<file path="src/rtl/stopwatch_pkg.sv">
// Shared types and constants for the stopwatch core: BCD time word, FSM states, digit limits.
package stopwatch_pkg;

   typedef struct packed {
      logic [3:0] min;
      logic [3:0] s1;
      logic [3:0] s0;
      logic [3:0] dec;
      logic [3:0] cen;
   } sw_time_t;

   typedef enum logic [1:0] {
      IDLE  = 2'd0,
      RUN   = 2'd1,
      PAUSE = 2'd2
   } sw_state_e;

   localparam logic [3:0] CEN_MAX = 4'd9;
   localparam logic [3:0] DEC_MAX = 4'd9;
   localparam logic [3:0] S0_MAX  = 4'd9;
   localparam logic [3:0] S1_MAX  = 4'd5;

   localparam sw_time_t ZERO_TIME = '0;

   // Thermometer code of the minute count: bit i set when minutes exceed i.
   function automatic logic [7:0] min_therm(input logic [3:0] m);
      logic [7:0] t;
      t = '0;
      for (int i = 0; i < 8; i++) t[i] = (m > 4'(i));
      return t;
   endfunction

endpackage

</file>
<file path="src/rtl/sw_tick_gen.sv">
// Hundredths prescaler: counts while enabled, holds otherwise, flags the terminal count.
module sw_tick_gen #(
   parameter int unsigned DIV = 500000
) (
   input  logic clk_50M,
   input  logic reset,
   input  logic clr,
   input  logic en,
   output logic tick_c
);

   localparam int unsigned CNT_W = $clog2(DIV);

   logic [CNT_W-1:0] cnt_q;

   assign tick_c = en && (cnt_q == CNT_W'(DIV - 1));

   always_ff @(posedge clk_50M) begin
      if (reset || clr) begin
         cnt_q <= '0;
      end else if (en) begin
         cnt_q <= tick_c ? '0 : cnt_q + CNT_W'(1);
      end
   end

endmodule

</file>
<file path="src/rtl/stopwatch_lap_core.sv">
// Stopwatch core: run/pause FSM, M:SS.CC BCD counter, lap memory and 4-digit scan mux.
module stopwatch_lap_core
   import stopwatch_pkg::*;
#(
   parameter int unsigned CLK_HZ    = 50000000,
   parameter int unsigned TICK_HZ   = 100,
   parameter int unsigned N_LAPS    = 4,
   parameter int unsigned LAP_MODE  = 0,
   parameter int unsigned MAX_MIN   = 9,
   parameter int unsigned SCAN_BITS = 13
) (
   input  logic                       clk_50M,
   input  logic                       reset,
   input  logic                       start_stop,
   input  logic                       lap,
   input  logic                       clear,
   input  logic                       view_en,
   input  logic [$clog2(N_LAPS)-1:0]  view_sel,
   output logic [3:0]                 digit_bcd,
   output logic [3:0]                 an,
   output logic                       dp,
   output logic                       running,
   output logic [$clog2(N_LAPS):0]    lap_count,
   output logic                       lap_full,
   output logic [7:0]                 min_leds
);

   localparam int unsigned DIV = CLK_HZ / TICK_HZ;
   localparam int unsigned PW  = $clog2(N_LAPS);
   localparam int unsigned CW  = PW + 1;

   sw_state_e          state_q, state_d;
   sw_time_t           time_q, time_d;
   sw_time_t           laps_q [N_LAPS];
   logic [PW-1:0]      wr_ptr_q;
   logic [SCAN_BITS-1:0] scan_q;
   logic               tick_c;
   logic               lap_accept_c;
   logic [1:0]         pos_c;
   logic [PW-1:0]      slot_c;
   sw_time_t           src_c;
   logic [3:0]         digit_c;

   sw_tick_gen #(.DIV(DIV)) u_tick (
      .clk_50M (clk_50M),
      .reset   (reset),
      .clr     (clear),
      .en      (state_q == RUN),
      .tick_c  (tick_c)
   );

   // Next state; clear dominates start_stop.
   always_comb begin
      state_d = state_q;
      if (clear) begin
         state_d = IDLE;
      end else if (start_stop) begin
         case (state_q)
            IDLE:    state_d = RUN;
            RUN:     state_d = PAUSE;
            PAUSE:   state_d = RUN;
            default: state_d = IDLE;
         endcase
      end
   end

   // BCD cascade; each digit rolls only when every lower digit is at its limit.
   always_comb begin
      time_d = time_q;
      if (clear) begin
         time_d = ZERO_TIME;
      end else if (tick_c) begin
         if (time_q.cen != CEN_MAX) begin
            time_d.cen = time_q.cen + 4'd1;
         end else begin
            time_d.cen = '0;
            if (time_q.dec != DEC_MAX) begin
               time_d.dec = time_q.dec + 4'd1;
            end else begin
               time_d.dec = '0;
               if (time_q.s0 != S0_MAX) begin
                  time_d.s0 = time_q.s0 + 4'd1;
               end else begin
                  time_d.s0 = '0;
                  if (time_q.s1 != S1_MAX) begin
                     time_d.s1 = time_q.s1 + 4'd1;
                  end else begin
                     time_d.s1  = '0;
                     time_d.min = (time_q.min == 4'(MAX_MIN)) ? 4'd0 : time_q.min + 4'd1;
                  end
               end
            end
         end
      end
   end

   always_ff @(posedge clk_50M) begin
      if (reset) begin
         state_q  <= IDLE;
         time_q   <= ZERO_TIME;
         running  <= 1'b0;
         min_leds <= '0;
      end else begin
         state_q  <= state_d;
         time_q   <= time_d;
         running  <= (state_d == RUN);
         min_leds <= min_therm(time_d.min);
      end
   end

   // A capture uses the pre-tick time_q, so a coincident tick is not seen.
   assign lap_accept_c = lap && !clear && (state_q != IDLE) && (!lap_full || LAP_MODE == 1);

   always_ff @(posedge clk_50M) begin
      if (reset || clear) begin
         for (int i = 0; i < int'(N_LAPS); i++) laps_q[i] <= ZERO_TIME;
         wr_ptr_q  <= '0;
         lap_count <= '0;
         lap_full  <= 1'b0;
      end else if (lap_accept_c) begin
         laps_q[wr_ptr_q] <= time_q;
         wr_ptr_q         <= wr_ptr_q + PW'(1);
         if (!lap_full) begin
            lap_count <= lap_count + CW'(1);
            lap_full  <= (lap_count == CW'(N_LAPS - 1));
         end
      end
   end

   assign pos_c = scan_q[SCAN_BITS-1 -: 2];

   // Source select; in a full ring the oldest lap sits at wr_ptr.
   always_comb begin
      slot_c = view_sel;
      if (LAP_MODE == 1 && lap_full) slot_c = wr_ptr_q + view_sel;
      src_c = time_q;
      if (view_en) src_c = (CW'(view_sel) < lap_count) ? laps_q[slot_c] : ZERO_TIME;
      digit_c = src_c[5'({pos_c, 2'b00}) +: 4];
   end

   always_ff @(posedge clk_50M) begin
      if (reset) begin
         scan_q    <= '0;
         digit_bcd <= '0;
         an        <= 4'b1110;
         dp        <= 1'b1;
      end else begin
         scan_q    <= scan_q + SCAN_BITS'(1);
         digit_bcd <= digit_c;
         an        <= ~(4'b0001 << pos_c);
         dp        <= (pos_c != 2'd2);
      end
   end

endmodule

</file>
<file path="config.mk">
export PLATFORM = sky130hd
export DESIGN_NAME = stopwatch_lap_core
export DESIGN_NICKNAME = d
export VERILOG_FILES = /design/src/rtl/stopwatch_pkg.sv /design/src/rtl/sw_tick_gen.sv /design/src/rtl/stopwatch_lap_core.sv
export SDC_FILE = /design/constraint.sdc
export NUM_CORES = 1
export LEC_CHECK = 0
export ABC_AREA = 0
export BUFFER_PORTS_ARGS = -buffer_cell sky130_fd_sc_hd__buf_2
export CORE_ASPECT_RATIO = 0.75
export CORE_MARGIN = 4
export CORE_UTILIZATION = 60
export DETAILED_ROUTE_END_ITERATION = 10
export GPL_ROUTABILITY_DRIVEN = 1
export PLACE_DENSITY = 0.87
export SETUP_SLACK_MARGIN = 0.5
export SKIP_LAST_GASP = 1
export SLEW_MARGIN = 30
export SYNTH_ARGS = -nofsm -noshare
export SYNTH_HDL_FRONTEND = slang
export SYNTH_HIERARCHICAL = 1
export SYNTH_SLANG_ARGS = --single-unit
</file>
<file path="constraint.sdc">
create_clock -name clk_50M -period 4.7 [get_ports clk_50M]
set_clock_uncertainty 0.15 [all_clocks]
set_input_delay 1.41 -clock clk_50M [delete_from_list [all_inputs] [get_ports clk_50M]]
set_output_delay 1.41 -clock clk_50M [all_outputs]
set_load 0.1 [all_outputs]
</file>
==> results of run 1 <==
[per-stage QoR]
step / utilization [%] / hold slack, ns / instance area, sq um
6_report: 69.1 / 0.304 / 7190
5_1_grt: 69.1 / 0.333 / 7190
4_1_cts: 69.1 / 0.313 / 7190
3_5_place_dp: 63.4 / 0.305 / 6610
3_3_place_gp: 63.4 / 0.281 / 6610
2_1_floorplan: - / 0.268 / 6460
[worst max-delay path by stage]
stage	slack [ns]	to	start
floorplan	1.05	laps_q[1][0]$_SDFFCE_PN0P_	clear
global placement	0.89	laps_q[0][4]$_SDFFCE_PN0P_	clear
detailed placement	0.75	laps_q[0][3]$_SDFFCE_PN0P_	clear
CTS	1.16	laps_q[0][5]$_SDFFCE_PN0P_	clear
global route	0.93	laps_q[2][8]$_SDFFCE_PN0P_	clear
finish	1.11	laps_q[2][8]$_SDFFCE_PN0P_	clear
[cell type report]
type / instances / area, sq um
clock buffer: 27 / 536
tap: 136 / 170
timing repair buffer: 35 / 190
multi-input combinational: 381 / 2740
sequential: 140 / 3440
clock inverter: 5 / 51.3
inverter: 17 / 63.8
fill: 749 / 3220
[kinds of logic (layout without fill, tap and decap cells)]
logic type	count (synthesis)	in the layout
buf+inv	52	84
fa+ha+maj	7	7
xor+xnor	31	31
simple gates	256	256
mux	23	23
compound gates	64	64
flops	140	140
[synth_stat cells (3+ instances only)]
cell type  instances  area (sq um)
dfxtp_1           76          1520
edfxtp_1          64          1920
nor2_1            50           188
and3_1            40           250
and2_1            34           213
nand2_1           31           116
nand3_1           20           100
a21oi_1           19          95.1
mux4_2            19           428
clkbuf_1          17          63.8
inv_1             17          63.8
xor2_1            17           149
o21ai_0           15          75.1
xnor2_1           14           123
nor3_1            12          60.1
nand2b_1           9          56.3
nor2b_1            9          56.3
nand4_1            8          50.1
ha_1               7          87.6
or3_1              7          43.8
buf_2              6          30.0
buf_6              5          56.3
nor3b_1            5          37.5
nor4_1             5          31.3
a22oi_1            4          30.0
o22ai_1            4          25.0
a21boi_0           3          22.5
and2b_1            3          22.5
buf_4              3          22.5
or4_1              3          22.5
[critical path, delay by kind of cell]
kind,cells,cell delay (ns)
and+or+nand+nor,5,1.69
buffers and inverters,2,0.37
[power groups by stage]
stage               Combinational [mW]  Sequential [mW]  Clock (mW)
floorplan                       0.0598             1.34           0
global placement                0.0830             1.33           0
detailed placement              0.0859             1.34           0
CTS                             0.0870             1.31        1.33
global route                    0.0935             1.31        1.38
finish                          0.0872             1.31        1.32
[sequential cells by signal, indices dropped and copies added (netlist names)]
register      count
an                4
digit_bcd         4
lap_count         3
lap_full          1
laps_q           64
min_leds          8
running           1
scan_q           13
state_q           2
time_q           19
u_tick/cnt_q     19
wr_ptr_q          2
[routing by layer]
layer | up-vias | track usage, % | part of all wire, %
met5 | - | 0 | 0
met4 | 0 | 7.59 | 1.1
met3 | 17 | 7.11 | 8.9
met2 | 201 | 38.3 | 48
met1 | 2231 | 31.8 | 42
li1 | 2097 | - | -
==> flow_summary.ini, run 1 <==
[logic_synthesis]
synth_nets = 588
synth_simple_gate_area_share_pct = 22.5
synthFlopType = dfxtp_1
synthArstFlopShare_pct = 0
synth_compound_area_share_pct = 6.58
synth_seq_area_share_pct = 53.3
ys_types = 68
synthAdderAreaFrac_pct = 1.35
syn-instance-count = 573
yosysWarnings = 6
synth_xor_area_share_pct = 4.20
yosys-mux-area-fraction_pct = 7.57
synth_area_sq_um = 6460
synth_edf_count = 64
ys_seq_elements = 140
synth_top_family_by_area = simple AND/OR/NAND/NOR gates
syn_area_per_cell_sq_um = 11.3

[power_and_ir_drop]
p_per_area_nw_per_um2 = 377
p_sw_share_pct = 20.3
p_seq_share_pct = 48.3
netSwitchingPower_mw = 0.551
p_int_mw = 2.16
power.share.clock_pct = 48.5
power_mw = 2.71
leakage_nw = 2.77
power_frac_comb_pct = 3.2
peakVddDrop_uv = 249

[sta]
hold_violations = 0
grt_setup_unrepaired = no
slew_viol_final = 0
post-route-period-util_pct = 76.3
period_minus_slack_ns = 3.59
max-slew-margin-rel_pct = 50.4
worst_slack_ns = 1.11
finalSetupTns_ns = 0
setup_violations = 0
max_freq_mhz = 279
tightest_slew_ns = 0.742

[floorplanning]
rows = 32
pin_count = 30
core_sq_um = 10400
die-area_sq_um = 12500
start_util_pct = 62.1
die_width_um = 128
die_y_um = 97.9

[worst_setup_path]
r2r_end = min_leds[0]$_SDFF_PP0_
timing.reg2reg.setup_slack_ns = 1.41
path_max_fanout = 21
cpMostUsedCell = nand2_1
worst_setup_path_start_kind = input pin
worstPathCellList = buf_2 -> nand2b_1 -> nor4_2 -> buf_4 -> and2b_1 -> nand2_1 -> nand2_1
worstRegToRegCells = 9
max_stage_delay_ns = 0.58
cp.arrival_ns = 3.48
r2r_start = u_tick/cnt_q[1]$_SDFFE_PP0P_
crit_slowest_cell = nand2_1
worstSetupEndpointType = flip-flop
cp_data_required_time_ns = 4.60
path_class = in2reg

[clock_network]
cts_num_sinks = 140
cts_hold_buffers = 0
cts_htree_levels = 4
cts_max_path_buffers = 2
cts_setup_buffers = 0
clock_latency_ns = 0.42
cts-resized-gates = 0
cts_tree = done
cts_root_buffer = clkbuf_16
path_clk_slew_ns = 0.05
cts_buffers = 17

[status]
outcome = finished clean

[route]
first_iter_violations = 383
vias = 4546
wl_per_cell_um = 19.1
dr.pass1.iters = 6
wl_mm = 14.2
ant_nets = 0
vias_per_cell = 6.13
drc = 0

[hold_path]
min_to = scan_q[0]$_SDFF_PP0_
worstHoldPathType = reg2reg
whs_path_depth = 1
hold_start = scan_q[0]$_SDFF_PP0_

[placement]
dp_hpwl_mm = 9.40
dp_worst_setup_slack_ns = 0.751
place.gp.congestion = 0.917
numPortBuffers = 29
dp_cells = 709

[global_routing]
grt.total_usage_pct = 24.0
grt_max_degree = 22
grt_pass1_vias = 4525
antenna_found_initial = 0
overflow = 0
grt_first_pass_wirelength_mm = 23.2

[final_layout]
drive_gt1_share_pct = 17.2
layout_commonest_cell = dfxtp_1
final_cell_count_no_fill = 741
layout_common_cells = dfxtp_1 (76), edfxtp_1 (64), nor2_1 (50), and3_1 (40), and2_1 (34)
nets = 607
syn_to_final_growth_pct = 11.2
num_antenna_cells = 0

[flow_run]
cap_violations = 0
(Power assumes the default switching activity.)
==> run 2: changes to the inputs <==
- CORE_UTILIZATION: 60 -> 55
- PLACE_DENSITY: 0.87 -> 0.84
- clock period: 4.7 -> 2.9 ns (I/O delays scaled with it)
==> flow_summary.ini, run 2 (synthesis gave the netlist of run 1 again) <==
[clock_network]
cts_htree_levels = 4
clock_latency_ns = 0.41
cts_num_sinks = 140
cts_hold_buffers = 0
cts_tree = done
path_clk_slew_ns = 0.05
cts_max_path_buffers = 2
cts_root_buffer = clkbuf_16
cts_buffers = 17

[sta]
worst_slack_ns = 0.231
hold_violations = 0
setup_violations = 0
post-route-period-util_pct = 92.0
max_freq_mhz = 375
tightest_slew_ns = 0.586
finalSetupTns_ns = 0
whs_ns = 0.297
slew_viol_final = 0
grt_setup_unrepaired = yes
max-slew-margin-rel_pct = 60.9
period_minus_slack_ns = 2.67

[global_routing]
grt_pass1_vias = 4750
grt_max_degree = 27
overflow = 0
grt_first_pass_wirelength_mm = 24.6
grt.total_usage_pct = 23.5
antenna_found_initial = 0

[final_layout]
fillers = 761
nets = 640
seq_area_sq_um = 3450
multi_input_area_sq_um = 2910
final_cell_count_no_fill = 795
largest_registers = laps_q (64), time_q (19), u_tick/cnt_q (19)
final_core_util_pct = 68.3
drive_gt1_share_pct = 24.9
postLayoutCellArea_sq_um = 7640
num_antenna_cells = 0
top_register = laps_q
largest_register_ffs = 64
syn_to_final_growth_pct = 18.2
layout_common_cells = dfxtp_1 (69), edfxtp_1 (64), nor2_1 (49), and3_1 (39), and2_1 (32)
layout_commonest_cell = dfxtp_1

[worst_setup_path]
worstSetupEndpointType = flip-flop
path_delay_family = simple AND/OR/NAND/NOR gates
cp.arrival_ns = 2.83
worstRegToRegCells = 8
worst_setup_path_start_kind = flip-flop
timing.reg2reg.setup_slack_ns = 0.23
path_class = reg2reg
crit_slowest_cell = or4_4
r2r_end = min_leds[4]$_SDFF_PP0_
path_max_fanout = 5
cp_data_required_time_ns = 3.06
worstPathCellList = or4_4 -> nor4_4 -> and2_4 -> and4b_2 -> and3_4 -> and4_4 -> o21ai_4 -> o41ai_2
r2r_start = u_tick/cnt_q[9]$_SDFFE_PP0P_
max_stage_delay_ns = 0.57
critPathBufInv = 0

[flow_run]
cap_violations = 0

[hold_path]
hold_start = scan_q[0]$_SDFF_PP0_
min_to = scan_q[0]$_SDFF_PP0_
worstHoldPathType = reg2reg
whs_path_depth = 1

[route]
vias_per_cell = 5.86
ant_nets = 0
drc = 0
wl_per_cell_um = 18.8
dr.pass1.iters = 5
first_iter_violations = 342
wl_mm = 14.9
vias = 4656

[power_and_ir_drop]
leakage_nw = 2.95
p_per_area_nw_per_um2 = 542
power_mw = 4.14
peakVddDrop_uv = 478

[placement]
numPortBuffers = 29
dp_cells = 742
dp_hpwl_mm = 9.35
place_area_sq_um = 6890
dp_worst_setup_slack_ns = 0.124
place.gp.congestion = 0.850

[floorplanning]
die_y_um = 102
rows = 33
die_width_um = 133
core_sq_um = 11200
pin_count = 30
die-area_sq_um = 13600
start_util_pct = 57.8

[status]
outcome = finished clean
[run 2: changes by cell type in the layout (fill, tap and decap cells not counted), moves of 3 or more]
cell,change
buf_12,+6
buf_4,+24
buf_6,+3
clkbuf_1,+5
dfxtp_1,-7
dfxtp_2,+7
[run 2: worst reg2reg max path: cells and delay by family, from the launching register on]
family | cells | cell delay [ns]
DFF | 1 | 0.32
and+or+nand+nor | 6 | 1.72
AOI/OAI and AO/OA | 2 | 0.38
[run 2: cell type report]
class / count / share of cell area, %
clock inverters: 4 / 0.262
clock buffers: 28 / 6.24
multi-input cells: 381 / 38.1
well taps: 157 / 2.57
flip-flops and latches: 140 / 45.2
repair buffers: 68 / 6.86
inverters: 17 / 0.835
[run 2: per-layer routing]
layer,global-route usage [%],wire [um],vias up
met5,0,0,-
met4,9.33,391,0
met3,5.61,914,34
met2,39.4,7310,185
met1,30.0,6320,2264
li1,-,-,2173
[run 2: worst max path at each step]
| stage | start | endpoint | slack [ns] | cells after the start |
|---|---|---|---|---|
| 5_1_grt | u_tick/cnt_q[9]$_SDFFE_PP0P_ | min_leds[0]$_SDFF_PP0_ | 0.08 | 9 |
| 4_1_cts | u_tick/cnt_q[9]$_SDFFE_PP0P_ | min_leds[4]$_SDFF_PP0_ | 0.26 | 8 |
| 3_5_place_dp | u_tick/cnt_q[9]$_SDFFE_PP0P_ | min_leds[4]$_SDFF_PP0_ | 0.12 | 8 |
| 2_1_floorplan | clear | laps_q[1][0]$_SDFFCE_PN0P_ | 0.21 | 4 |
| 6_report | u_tick/cnt_q[9]$_SDFFE_PP0P_ | min_leds[4]$_SDFF_PP0_ | 0.23 | 8 |
| 3_3_place_gp | u_tick/cnt_q[9]$_SDFFE_PP0P_ | min_leds[2]$_SDFF_PP0_ | 0.15 | 8 |
[run 2: power by group]
| group | internal, mW | total [mW] | switching, mW |
|---|---|---|---|
| registers | 2.10 | 2.12 | 0.0159 |
| clock network | 1.11 | 1.86 | 0.756 |
| logic | 0.0631 | 0.159 | 0.0958 |
[run 2: timing repair]
item / 4_1_cts / 5_1_grt
setup endpoints to repair: 19 / 23
setup buffers: 18 / 3
resized for setup: 12 / 8
pin swaps: 6 / 7
==> run 3: changes to the inputs <==
- CORE_UTILIZATION: 55 -> 60
- PLACE_DENSITY: 0.84 -> 0.87
- REMOVE_ABC_BUFFERS: unset -> 1
- clock period: 2.9 -> 2.92 ns (I/O delays scaled with it)
==> flow_summary.ini, run 3 (synthesis gave the netlist of run 1 again) <==
[global_routing]
overflow = 0
grt_max_degree = 33
grt.busiest_layer = met2
grt_first_pass_wirelength_mm = 25.0
met2_usage_pct = 40.8
antenna_found_initial = 0
grt_pass1_vias = 4885
grt.total_usage_pct = 25.4
use_met3_pct = 6.94
grtUsageMet1_pct = 33.6

[floorplanning]
die_y_um = 97.9
die-area_sq_um = 12500
core_sq_um = 10400
rows = 32
die_width_um = 128
start_util_pct = 62.1
pin_count = 30

[clock_network]
cts_htree_levels = 4
cts_num_sinks = 140
cts_tree = done
cts_root_buffer = clkbuf_16
cts_max_path_buffers = 2
cts_hold_buffers = 0
cts_buffers = 17
path_clk_slew_ns = 0.06
clock_latency_ns = 0.42

[worst_setup_path]
worstSetupEndpointType = flip-flop
worst_setup_path_start_kind = flip-flop
cp.arrival_ns = 2.85
cp_data_required_time_ns = 3.10
path_max_fanout = 6
path_class = reg2reg

[route]
drc = 0
dr.pass1.iters = 5
vias_per_cell = 6.19
vias = 4782
wl_per_cell_um = 20.1
ant_nets = 0
first_iter_violations = 444
wl_mm = 15.5

[status]
outcome = finished clean

[sta]
max-slew-margin-rel_pct = 54.3
period_minus_slack_ns = 2.67
setup_violations = 0
slew_viol_final = 0
max_freq_mhz = 374
grt_setup_unrepaired = yes
tightest_slew_ns = 0.684
post-route-period-util_pct = 91.5
worst_slack_ns = 0.248
whs_ns = 0.335
hold_violations = 0

[final_layout]
drive_gt1_share_pct = 24.8
layout_commonest_cell = dfxtp_1
layout_common_cells = dfxtp_1 (74), edfxtp_1 (64), nor2_1 (49), and3_1 (39), buf_4 (36)
multi_input_area_sq_um = 2850
postLayoutCellArea_sq_um = 7560
largest_register_ffs = 64
fillers = 664
syn_to_final_growth_pct = 17.0
final_cell_count_no_fill = 773
largest_registers = laps_q (64), time_q (19), u_tick/cnt_q (19)
seq_area_sq_um = 3450
top_register = laps_q
nets = 639
num_antenna_cells = 0

[placement]
dp_hpwl_mm = 9.60
dp_cells = 733
dp_worst_setup_slack_ns = -0.00189
place_area_sq_um = 6790
place.gp.congestion = 0.856
numPortBuffers = 29

[power_and_ir_drop]
p_per_area_nw_per_um2 = 580
peakVddDrop_uv = 421
leakage_nw = 2.96

[flow_run]
cap_violations = 0

[hold_path]
worstHoldPathType = reg2reg
[run 3: cell types whose count changed in the layout (fill, tap and decap cells not counted), sizes merged]
cell,change
buf,-1
clkbuf,-5
clkinv,+3
inv,+1
bufinv,+1
[run 3: per-layer routing]
| metal | wire length (um) | share of wire [%] |
|---|---|---|
| met1 | 6180 | 40 |
| met2 | 7570 | 49 |
| met3 | 1350 | 8.7 |
| met4 | 414 | 2.7 |
| met5 | 0 | 0 |
[run 3: repair_timing]
item                       in CTS  in global routing
cloned                          0                  0
resized for setup              14                 16
pin swaps                       8                  8
setup endpoints to repair      20                 21
setup buffers                   7                  1
[run 3: layout make-up]
cell class | instances | share of cell area, %
clock inverter | 9 | 1.08
sequential | 140 | 45.6
clock buffer | 23 | 6.75
tap | 136 | 2.25
timing repair buffer | 67 | 5.79
inverter | 17 | 0.844
multi-input combinational | 381 | 37.7
[run 3: worst paths after layout]
check	startpoint	slack (ns)	end	cells after the start
worst max-delay path	u_tick/cnt_q[11]$_SDFFE_PP0P_	0.25	min_leds[2]$_SDFF_PP0_	8
worst min-delay path	u_tick/cnt_q[18]$_SDFFE_PP0P_	0.34	u_tick/cnt_q[18]$_SDFFE_PP0P_	2
worst max register to register	u_tick/cnt_q[11]$_SDFFE_PP0P_	0.25	min_leds[2]$_SDFF_PP0_	8
worst min register to register	u_tick/cnt_q[18]$_SDFFE_PP0P_	0.34	u_tick/cnt_q[18]$_SDFFE_PP0P_	2
[run 3: critical path: stages (launching register included)]
cell and delay (ns):
dfxtp_1 0.31, or4_4 0.56, nor4_4 0.16, and2_1 0.20, and4b_2 0.28, and3_4 0.28
nand2_4 0.08, mux2_4 0.34, o311ai_2 0.22
[run 3: through the flow]
stage | power (mW) | TNS [ns] | utilization, %
final | 4.38 | 0 | 72.7
after global routing | 4.51 | 0 | 72.7
after CTS | 4.39 | 0 | 71.9
after detailed placement | 2.29 | -0.00189 | 65.2
after global placement | 2.29 | 0 | 65.2
after floorplan | 2.23 | -45.61 | -
[run 3: power by group]
group | switching, mW | internal (mW)
clock network | 0.814 | 1.32
registers | 0.0148 | 2.09
logic | 0.0939 | 0.0573
total | 0.922 | 3.46
